$ cat config.mk
export PLATFORM = sky130hd
export DESIGN_NAME = rr_arbiter8
export DESIGN_NICKNAME = d
export VERILOG_FILES = /design/src/rtl/arb_pkg.sv /design/src/rtl/prio_enc8.sv /design/src/rtl/rr_arbiter8.sv
export SDC_FILE = /design/constraint.sdc
export NUM_CORES = 1
export LEC_CHECK = 0
export CAP_MARGIN = 20
export CELL_PAD_IN_SITES_DETAIL_PLACEMENT = 2
export CELL_PAD_IN_SITES_GLOBAL_PLACEMENT = 2
export CORE_MARGIN = 2
export CORE_UTILIZATION = 33
export DETAILED_ROUTE_END_ITERATION = 10
export PLACE_DENSITY_LB_ADDON = 0.1
export SYNTH_ARGS = -nofsm -noshare
export SYNTH_HDL_FRONTEND = slang
export SYNTH_HIERARCHICAL = 1
export SYNTH_SLANG_ARGS = --single-unit
export TNS_END_PERCENT = 10
$ cat constraint.sdc
create_clock -name clk -period 4.4 [get_ports clk]
set_input_delay 0.44 -clock clk [delete_from_list [all_inputs] [get_ports clk]]
set_output_delay 0.44 -clock clk [all_outputs]
set_load 0.005 [all_outputs]
$ cat src/rtl/arb_pkg.sv
// Shared types and defaults for the round-robin arbiter slice.
// State encoding and requester-count defaults used by rr_arbiter8 and prio_enc8.
package arb_pkg;

    localparam int N_REQ  = 8;
    localparam int IW_REQ = $clog2(N_REQ);

    typedef enum logic {
        IDLE  = 1'b0,
        GRANT = 1'b1
    } arb_state_t;

endpackage

$ cat src/rtl/prio_enc8.sv
// Lowest-set-bit priority encoder: N-bit vector in, IW-bit index out,
// plus a flag that is high when any input bit is set.
module prio_enc8
    import arb_pkg::*;
#(
    parameter int N  = N_REQ,
    parameter int IW = $clog2(N)
) (
    input  logic [N-1:0]  vec,
    output logic [IW-1:0] idx,
    output logic          any
);

    // Scanning from the top down lets the lowest set bit overwrite last.
    always_comb begin
        idx = '0;
        any = 1'b0;
        for (int i = N - 1; i >= 0; i--) begin
            if (vec[i]) begin
                idx = IW'(i);
                any = 1'b1;
            end
        end
    end

endmodule

$ cat src/rtl/rr_arbiter8.sv
// Round-robin arbiter: rotating-priority one-hot grant held while the owner requests.
// Optional macro ARB_TIMEOUT_EN forcibly revokes a grant after MAX_HOLD cycles.
module rr_arbiter8
    import arb_pkg::*;
#(
    parameter int N        = N_REQ,
    parameter int IW       = $clog2(N),
    parameter int MAX_HOLD = 16
) (
    input  logic          clk,
    input  logic          rst,
    input  logic [N-1:0]  req,
    output logic [N-1:0]  gnt,
    output logic [IW-1:0] gnt_idx,
    output logic          gnt_valid,
    output logic          timeout
);

    if (N < 2 || MAX_HOLD < 1) begin : g_bad_params
        $error("rr_arbiter8: N must be >= 2 and MAX_HOLD >= 1");
    end

    arb_state_t    state, state_n;
    logic [IW-1:0] ptr, ptr_n;
    logic [N-1:0]  gnt_n;
    logic [IW-1:0] gnt_idx_n;

    logic [2*N-1:0] req_dbl;
    logic [N-1:0]   req_rot;
    logic [IW-1:0]  enc_idx;
    logic           enc_any;
    logic [IW:0]    idx_sum;
    logic [IW-1:0]  winner;
    logic [IW-1:0]  winner_inc;

    // Rotate requests so bit 0 of req_rot is requester ptr; the encoder's
    // fixed lowest-bit priority then becomes priority relative to ptr.
    always_comb begin
        req_dbl = {req, req} >> ptr;
        req_rot = req_dbl[N-1:0];
    end

    prio_enc8 #(
        .N  (N),
        .IW (IW)
    ) u_prio_enc (
        .vec (req_rot),
        .idx (enc_idx),
        .any (enc_any)
    );

    always_comb begin
        idx_sum = {1'b0, enc_idx} + {1'b0, ptr};
        if (idx_sum >= (IW+1)'(N)) begin
            winner = IW'(idx_sum - (IW+1)'(N));
        end else begin
            winner = idx_sum[IW-1:0];
        end
        if (winner == IW'(N - 1)) begin
            winner_inc = '0;
        end else begin
            winner_inc = winner + 1'b1;
        end
    end

`ifdef ARB_TIMEOUT_EN
    localparam int HW = (MAX_HOLD > 1) ? $clog2(MAX_HOLD) : 1;

    logic [HW-1:0] hold_cnt, hold_cnt_n;
    logic          timeout_q, timeout_n;

    always_ff @(posedge clk or posedge rst) begin
        if (rst) begin
            hold_cnt  <= '0;
            timeout_q <= 1'b0;
        end else begin
            hold_cnt  <= hold_cnt_n;
            timeout_q <= timeout_n;
        end
    end

    assign timeout = timeout_q;
`else
    assign timeout = 1'b0;
`endif

    always_ff @(posedge clk or posedge rst) begin
        if (rst) begin
            state   <= IDLE;
            ptr     <= '0;
            gnt     <= '0;
            gnt_idx <= '0;
        end else begin
            state   <= state_n;
            ptr     <= ptr_n;
            gnt     <= gnt_n;
            gnt_idx <= gnt_idx_n;
        end
    end

    always_comb begin
        state_n   = state;
        ptr_n     = ptr;
        gnt_n     = gnt;
        gnt_idx_n = gnt_idx;
`ifdef ARB_TIMEOUT_EN
        hold_cnt_n = hold_cnt;
        timeout_n  = 1'b0;
`endif
        case (state)
            IDLE: begin
                if (enc_any) begin
                    state_n   = GRANT;
                    gnt_n     = {{(N-1){1'b0}}, 1'b1} << winner;
                    gnt_idx_n = winner;
                    ptr_n     = winner_inc;
`ifdef ARB_TIMEOUT_EN
                    hold_cnt_n = '0;
`endif
                end else begin
                    gnt_n     = '0;
                    gnt_idx_n = '0;
                end
            end
            GRANT: begin
                if (!req[gnt_idx]) begin
                    state_n   = IDLE;
                    gnt_n     = '0;
                    gnt_idx_n = '0;
                end
`ifdef ARB_TIMEOUT_EN
                // ptr already points past the owner, so a revoked owner
                // goes to the back of the rotation.
                else if (hold_cnt == HW'(MAX_HOLD - 1)) begin
                    state_n   = IDLE;
                    gnt_n     = '0;
                    gnt_idx_n = '0;
                    timeout_n = 1'b1;
                end else begin
                    hold_cnt_n = hold_cnt + 1'b1;
                end
`endif
            end
            default: begin
                state_n   = IDLE;
                gnt_n     = '0;
                gnt_idx_n = '0;
            end
        endcase
    end

    assign gnt_valid = |gnt;

endmodule
After elaboration in Yosys (flattened, before gate mapping)
Cells that the tools add are included.
{ "word_totals": {"regBits": 15, "inputBits": 10, "wordCells": 45} }
{ "classes": {"add_sub_neg": 3, "n_lt_le_gt_ge": 2, "n_eq_ne": 2, "n_shift": 2, "n_mux": 29, "n_bitwise": 1, "reduce_logical": 2} }
{ "op_table": {"columns": ["cell", "n"], "rows": [
  ["two-way mux 3 bit", 12],
  ["two-way mux 8 bit", 2],
  ["case mux 8 bit (2 select lines)", 1],
  [">> shifter 16 x 3 -> 8 bit", 1],
  ["two-way mux 1 bit", 11],
  ["OR reduction 8 bit", 1],
  ["<< shifter 1 x 3 -> 8 bit, first input constant", 1],
  ["case mux 3 bit (2 select lines)", 1],
  ["adder 3 x 3 -> 4 bit", 1],
  [">= comparator 4 bit, second input constant", 1],
  ["less-than comparator 3 x 4 -> 1 bit, second input constant", 1],
  ["adder 3 x 1 -> 3 bit, second input constant", 1],
  ["binary-select mux 1 bit (select 3 bit)", 1],
  ["equality test 3 bit, second input constant", 1],
  ["subtractor 3 x 1 -> 3 bit, second input constant", 1],
  ["!= test 2 bit, second input constant", 1],
  ["case mux 1 bit (2 select lines)", 1],
  ["AND reduction 2 bit", 1],
  ["NOT 1 bit", 1]
]} }

Longest topological paths before layout
Gate-level depths: netlist of the first run.
{ "depth": {"depth_word": 15, "ltp_mapped": 15} }

By module
The synthesis of the first run kept the hierarchy.
{ "by_module_without_submodules": {"columns": ["mod", "instances", "cells_per_inst", "area_per_inst_um2"], "rows": [
  ["rr_arbiter8", 1, 88, 1094.8],
  ["prio_enc8", 1, 13, 80.1]
]} }

Worst setup path after synthesis of the first run
OpenSTA, ideal clock, no wires.
{ "synth_timing": {"path_type": "flip-flop to flip-flop", "startpoint": "register ptr[0]", "endpoint": "register gnt[7]", "setup_ps": 121, "t_arrival_ps": 3386, "required_ps": 4279, "setup_slack_ps": 893, "stages_incl_launch_ff": 13, "path_buffers": 1, "synth_period_minus_slack_ps": 3507, "cell_sequence": "dfrtp_1 -> buf_2 -> mux4_2 -> mux2_2 -> o41ai_1 -> ha_1 -> inv_1 -> fa_1 -> xnor2_1 -> xnor2_1 -> inv_1 -> ha_1 -> a22o_2"} }
{ "synth_between": {"word_cells_on_any_way": 24, "classes_between": "add/sub (2); order compare (1); shift (2); mux (19)"} }
{ "synth_lines": {"columns": ["element", "line", "source"], "rows": [
  ["from (decl)", "rr_arbiter8.sv:24", "logic [IW-1:0] ptr, ptr_n;"],
  ["from (signal assigned)", "rr_arbiter8.sv:95", "ptr <= ptr_n;"],
  [">> shifter 16 x 3 -> 8 bit (*)", "rr_arbiter8.sv:39", "req_dbl = {req, req} >> ptr;"],
  ["named net req_dbl[2]", "rr_arbiter8.sv:28", "logic [2*N-1:0] req_dbl;"],
  ["two-way mux 3 bit (*) (3 in series)", "prio_enc8.sv:19", "if (vec[i]) begin"],
  ["named net enc_idx[0]", "rr_arbiter8.sv:30", "logic [IW-1:0] enc_idx;"],
  ["adder 3 x 3 -> 4 bit (*)", "rr_arbiter8.sv:53", "idx_sum = {1'b0, enc_idx} + {1'b0, ptr};"],
  [">= comparator 4 bit or subtractor 3 x 1 -> 3 bit (tied branches)", "rr_arbiter8.sv:54, rr_arbiter8.sv:55", null],
  ["two-way mux 3 bit (*)", "rr_arbiter8.sv:54", "if (idx_sum >= (IW+1)'(N)) begin"],
  ["<< shifter 1 x 3 -> 8 bit (*)", "rr_arbiter8.sv:114", "gnt_n = {{(N-1){1'b0}}, 1'b1} << winner;"],
  ["two-way mux 8 bit (*)", "rr_arbiter8.sv:112", "if (enc_any) begin"],
  ["case mux 8 bit (2 select lines) (*)", "rr_arbiter8.sv:110", "case (state)"],
  ["to (signal assigned)", "rr_arbiter8.sv:96", "gnt <= gnt_n;"],
  ["to (decl)", "rr_arbiter8.sv:13", "output logic [N-1:0] gnt,"]
]} }
Mark *: on every way through the listed nets, which the timed path passes. The rest lies on a longest branch.
A chain may end at the register's enable or synchronous reset.

Final worst setup path of the first run
Ends and elaborated chain as after synthesis.

==> out/results.ini, run 1 <==
[clock_network]
cts_root_buffer = clkbuf_4
clock_latency_ns = 0.29
cts.sinks = 15
postCtsHoldBufs = 0
cts_max_level = 1
cts.clk_slew.worst_paths_ns = 0.10
cts_tree = yes
post_cts_buffers = 0
cts_buffer_depth = 2
cts_buffers = 3
cts_resized = 0

[placement]
dp_hpwl_um = 2510
io_buffers = 21
place_congestion = 0.753
dp.cells = 163
pre_cts_slack_ns = 0.0564

[logic_synthesis]
syn_nets = 116
yosys_warnings = 6
syn_avg_cell_area_um2 = 11.6
synth.top_cell.area_share_pct = 31.9
syn_area_um2 = 1170
synth_top_cell_by_area = dfrtp_1
synth_seq_cells = 15
synthCells = 101
synth_cell_type_count = 34
synth-seq-area-share_pct = 31.9
netlist_top_cells_area = dfrtp_1 32%, mux4_2 17%, mux2_2 9.6%, a22o_2 5.1%, ha_1 4.3%

[routing]
wl_per_cell_um = 19.0
drc = 0
ant_nets = 0
viasPerCell = 5.59
num_vias = 933
first_pass_iters = 4
drtIter0Drc = 64
finalWirelength_um = 3180

[run_status]
run_status = complete, no violations

[final_layout]
regArea_um2 = 375
multi_input_area_um2 = 732
nets = 137
n_antenna_cell = 0
fill_cells = 360
utilization_pct = 42.4
layout.cells.non_filler = 167
areaGrowthSynthToFinish_pct = 22.3
drive_above_1_share_pct = 28.9

[critical_path]
critPathRequiredTime_ns = 4.57
endpoint_kind = register
cp-start-kind = register
critical_path_class = register to register
crit_arrival_ns = 4.26
crit_fanout = 10

[timing]
fin_tns_setup_ns = 0
setup_slack_ns = 0.316
worst_pin_slew_ns = 0.712
fmax_mhz = 245
maxSlewHeadroom_pct = 52.5
fin_crit_sh_pct = 92.8
fin_crit_ns = 4.08
fin_skew_ns = 0.0110
rsz0062_at_grt = no
hold_viol = 0
setup_viol = 0
drv_slew = 0

[floorplanning]
fp-row-count = 21
die_x_um = 63.7
ios = 23
initial_core_util_pct = 34.7
dieArea_um2 = 4050
core_um2 = 3390
die_y_um = 63.7

[global_routing]
antenna_found_initial = 0
grt_overflow = 0
grt_use_total_pct = 17.7
grt_pass1_vias = 1048
grt_pass1_wl_um = 5560
grt_max_degree = 16

[flow_run]
cap_violations = 0

[hold_path]
min_path_type = primary input to asynchronous set/reset pin

[power_and_ir_drop]
ir_drop_v = 0.000271
p_leak_nw = 0.572
powerDensity_nw_per_um2 = 851

[critical path, stage by stage, from the launching register on]
cell     delay (ns)
dfrtp_1        0.66
mux4_2         0.60
mux2_2         0.32
o41ai_1        0.40
ha_1           0.22
inv_1          0.05
fa_1           0.37
xnor2_1        0.15
xnor2_1        0.49
inv_1          0.21
ha_1           0.27
a22o_2         0.23
[synth_stat cells]
| master | instances |
|---|---|
| dfrtp_1 | 15 |
| mux2_2 | 10 |
| inv_1 | 9 |
| mux4_2 | 9 |
| nand2_1 | 7 |
| a22o_2 | 6 |
| a32o_1 | 4 |
| ha_1 | 4 |
| nor2b_1 | 3 |
| nor4_1 | 3 |
| o21ai_0 | 3 |
| clkbuf_1 | 2 |
| nor2_1 | 2 |
| nor3_1 | 2 |
| o21ai_2 | 2 |
| xnor2_1 | 2 |
| a211oi_1 | 1 |
| a21oi_1 | 1 |
| a21oi_4 | 1 |
| buf_2 | 1 |
| buf_4 | 1 |
| clkbuf_8 | 1 |
| conb_1 | 1 |
| fa_1 | 1 |
| mux2i_1 | 1 |
| nand2b_1 | 1 |
| nand2b_2 | 1 |
| nor4_2 | 1 |
| o21bai_1 | 1 |
| o22ai_1 | 1 |
| o31ai_1 | 1 |
| o41ai_1 | 1 |
| or2_1 | 1 |
| or2b_2 | 1 |
[power breakdown]
group	total, mW	switching (mW)	internal, mW
Clock	0.0806	0.0468	0.0337
Combinational	0.872	0.449	0.422
Sequential	0.270	0.0834	0.187
Total	1.22	0.579	0.643
[final timing paths]
path	startpoint	end	slack, ns	cells past startpoint
hold reg to reg	gnt[3]	gnt[3]	0.54	1
setup reg to reg	ptr[0]	gnt[7]	0.32	11
max in group asynchronous	rst	ptr[1]	3.49	2
setup / recovery	ptr[0]	gnt[7]	0.32	11
min in group clk	gnt[3]	gnt[3]	0.54	1
hold / removal	rst	gnt[1]	0.51	2
[through the flow]
step	area (um2)	power, mW	hold slack [ns]
6_report	1440	1.22	0.508
5_1_grt	1440	1.35	0.556
4_1_cts	1440	1.25	0.521
3_5_place_dp	1410	1.16	0.520
3_3_place_gp	1410	1.12	0.523
2_1_floorplan	1170	0.908	0.341
[layer usage]
| metal | vias to the layer above | GRT usage (%) | wire length (um) |
|---|---|---|---|
| met5 | - | 0 | 0 |
| met4 | 0 | 5.43 | 25 |
| met3 | 4 | 2.50 | 136 |
| met2 | 24 | 30.3 | 1670 |
| met1 | 485 | 23.1 | 1350 |
| li1 | 420 | - | - |
[cells in the final DEF, fill, tap and decap left out]
cell	n
o21ai_0	3
inv_1	9
a22o_2	6
fa_1	1
a211oi_1	1
nor3_1	2
nor2b_1	3
clkinv_2	1
or2_1	1
nand2b_2	1
o41ai_1	1
mux2i_1	1
o31ai_1	1
clkbuf_4	3
nor2_1	2
nor4_1	3
o21ai_2	2
a32o_1	4
ha_1	4
or2b_2	1
a21oi_4	1
o22ai_1	1
dfrtp_1	15
a21oi_1	1
xnor2_1	2
nor4_2	1
mux2_2	10
o21bai_1	1
clkdlybuf4s50_1	21
mux4_2	9
nand2b_1	1
conb_1	1
nand2_1	7
[sequential cells by signal, indices dropped and copies added (netlist names)]
| name | flops |
|---|---|
| gnt_idx | 3 |
| ptr | 3 |
| gnt | 8 |
| state | 1 |
[cells by family (layout without fill, tap and decap cells)]
logic type	count (synthesis)	in the layout	synth area share, %
flops	15	15	31.9
other cells	1	1	0.319
simple gates	22	22	10.5
mux	20	20	27.7
compound gates	22	22	16.3
xor+xnor	2	2	1.49
buf+inv	14	34	5.75
fa+ha+maj	5	5	5.96
[final cells by class]
type / count / area share, %
multi-input combinational: 72 / 51.0
sequential: 15 / 26.1
timing repair buffer: 21 / 14.6
tap: 46 / 4.01
inverter: 9 / 2.35
clock buffer: 3 / 1.57
clock inverter: 1 / 0.348
Note: power is estimated with default switching activity, not from simulation.
==> run 2, diff against run 1 <==
Settings changed: ABC_CLOCK_PERIOD_IN_PS from default to 4400, CORE_ASPECT_RATIO from default to 0.75, GPL_TIMING_DRIVEN from default to 0.
==> run 2 against run 1 <==
Compared with the run above: clock skew shrank 0.0094 ns; design area grew 3.7%; final cell count shrank 0.60%; non-clock buffer count grew 5.
==> out/results.ini, run 2 (synthesis results as in run 1) <==
[floorplanning]
core_um2 = 3360
ios = 23
die_x_um = 72.9
fp-row-count = 18
initial_core_util_pct = 35.0
die_y_um = 55.7
dieArea_um2 = 4060

[routing]
viasPerCell = 5.76
first_pass_iters = 4
ant_nets = 0
num_vias = 956
drtIter0Drc = 45
finalWirelength_um = 3150
wl_per_cell_um = 19.0
drc = 0

[critical_path]
r2r-start = ptr[0]
critPathBufInv = 3
cp-start-kind = primary input
critPathRequiredTime_ns = 4.54
cp_top_family = adder cells
critical_path_class = primary input to register
cpPeakStageDelay_ns = 0.52
crit_path_top_delay_cell = mux4_2
reg2reg_slack_ns = 0.50
reg2reg_depth = 12
r2r_end = gnt[7]
crit_fanout = 6
path_cells = clkdlybuf4s50_1, mux4_2, mux2_2, o41ai_1, ha_1, inv_1, fa_1, xnor2_1, xnor2_2, inv_1, ha_1, a22o_2
endpoint_kind = register
crit_arrival_ns = 4.04

[timing]
maxSlewHeadroom_pct = 60.9
fin_crit_sh_pct = 88.6
hold_viol = 0
worst_pin_slew_ns = 0.586
fin_skew_ns = 0.00160
fmax_mhz = 256
whs_ns = 0.541
drv_slew = 0
rsz0062_at_grt = no
fin_crit_ns = 3.90
setup_slack_ns = 0.501
setup_viol = 0

[power_and_ir_drop]
p_int_uw = 702
ir_drop_v = 0.000341
seqPwrFrac_pct = 17.3
pwr-share-clk_pct = 8.5
p_leak_nw = 0.603
power.switching_uw = 619
netSwitchingFraction_pct = 46.9
p_total_mw = 1.32
powerDensity_nw_per_um2 = 887
power_frac_comb_pct = 74.2

[final_layout]
fin_area_um2 = 1490
final_common_cell = clkdlybuf4s50_1
areaGrowthSynthToFinish_pct = 26.7
largest_register_ffs = 8
fill_cells = 352
drive_above_1_share_pct = 31.0
utilization_pct = 44.4
top_regs = gnt (8), gnt_idx (3), ptr (3)
nets = 142
top_register = gnt
layout_common_cells = 21 x clkdlybuf4s50_1, 15 x dfrtp_1, 10 x mux2_2
n_antenna_cell = 0

[hold_path]
hold_path_end = gnt[2]
hold_start = gnt[2]
min_path_type = register to register
hold_depth = 1

[clock_network]
cts_buffer_depth = 2
cts.sinks = 15
cts.clk_slew.worst_paths_ns = 0.06
cts_root_buffer = clkbuf_8
cts_buffers = 3
postCtsHoldBufs = 0
cts_tree = yes
cts_max_level = 1
clock_latency_ns = 0.25
post_cts_buffers = 0

[global_routing]
grt_pass1_wl_um = 5290
use_met2_pct = 25.1
top_usage_layer = met1
use_met3_pct = 3.80
grt_max_degree = 16
grtUsageMet1_pct = 25.6
antenna_found_initial = 0
grt_use_total_pct = 16.9
grt_pass1_vias = 976
grt_overflow = 0

[placement]
placed_area_um2 = 1440
place_congestion = 0.783
dp_hpwl_um = 2500
pre_cts_slack_ns = -0.0179
io_buffers = 21

[flow_run]
cap_violations = 0

[run_status]
run_status = complete, no violations

==> run 2: worst max path at each step <==
| stage | from | to | slack, ns | cells after the start |
|---|---|---|---|---|
| CTS | ptr[0] | gnt[7] | 0.22 | 12 |
| global placement | req[5] | gnt[7] | 0.05 | 12 |
| finish | req[5] | gnt[7] | 0.50 | 12 |
| floorplan | ptr[0] | gnt[7] | 0.89 | 12 |
| global route | ptr[1] | ptr[0] | 0.20 | 14 |
| detailed placement | req[5] | gnt[7] | -0.02 | 12 |
==> run 2: area by class of cell <==
type	count	area [um2]	area share (%)
buffer	5	33.8	2.27
clock buffer	3	41.3	2.77
clock inverter	1	5.00	0.336
inverter	9	33.8	2.27
multi-input combinational	72	739	49.7
sequential	15	375	25.2
tap	40	50.0	3.36
timing repair buffer	21	210	14.1
==> run 2: timing repair <==
item,4_1_cts,5_1_grt
endpoints found under the setup margin,0,2
gates resized for setup,0,1
endpoints found under the hold margin,0,0
==> run 2: per-layer routing <==
| metal | wire [um] | vias up |
|---|---|---|
| met3 | 104 | 2 |
| met1 | 1630 | 500 |
| met2 | 1410 | 20 |
| met5 | 0 | - |
| li1 | - | 434 |
| met4 | 10 | 0 |
==> run 2: per-stage QoR <==
step,setup TNS [ns],instances
floorplan,0,101
global placement,0,162
detailed placement,-0.0179,162
CTS,0,166
global route,0,166
finish,0,166
==> run 2: power groups by stage <==
stage / logic, mW / registers, mW / clock network (mW)
global placement: 0.918 / 0.229 / 0
detailed placement: 0.958 / 0.232 / 0
global route: 1.09 / 0.237 / 0.120
floorplan: 0.686 / 0.221 / 0
finish: 0.980 / 0.229 / 0.112
CTS: 0.972 / 0.230 / 0.114
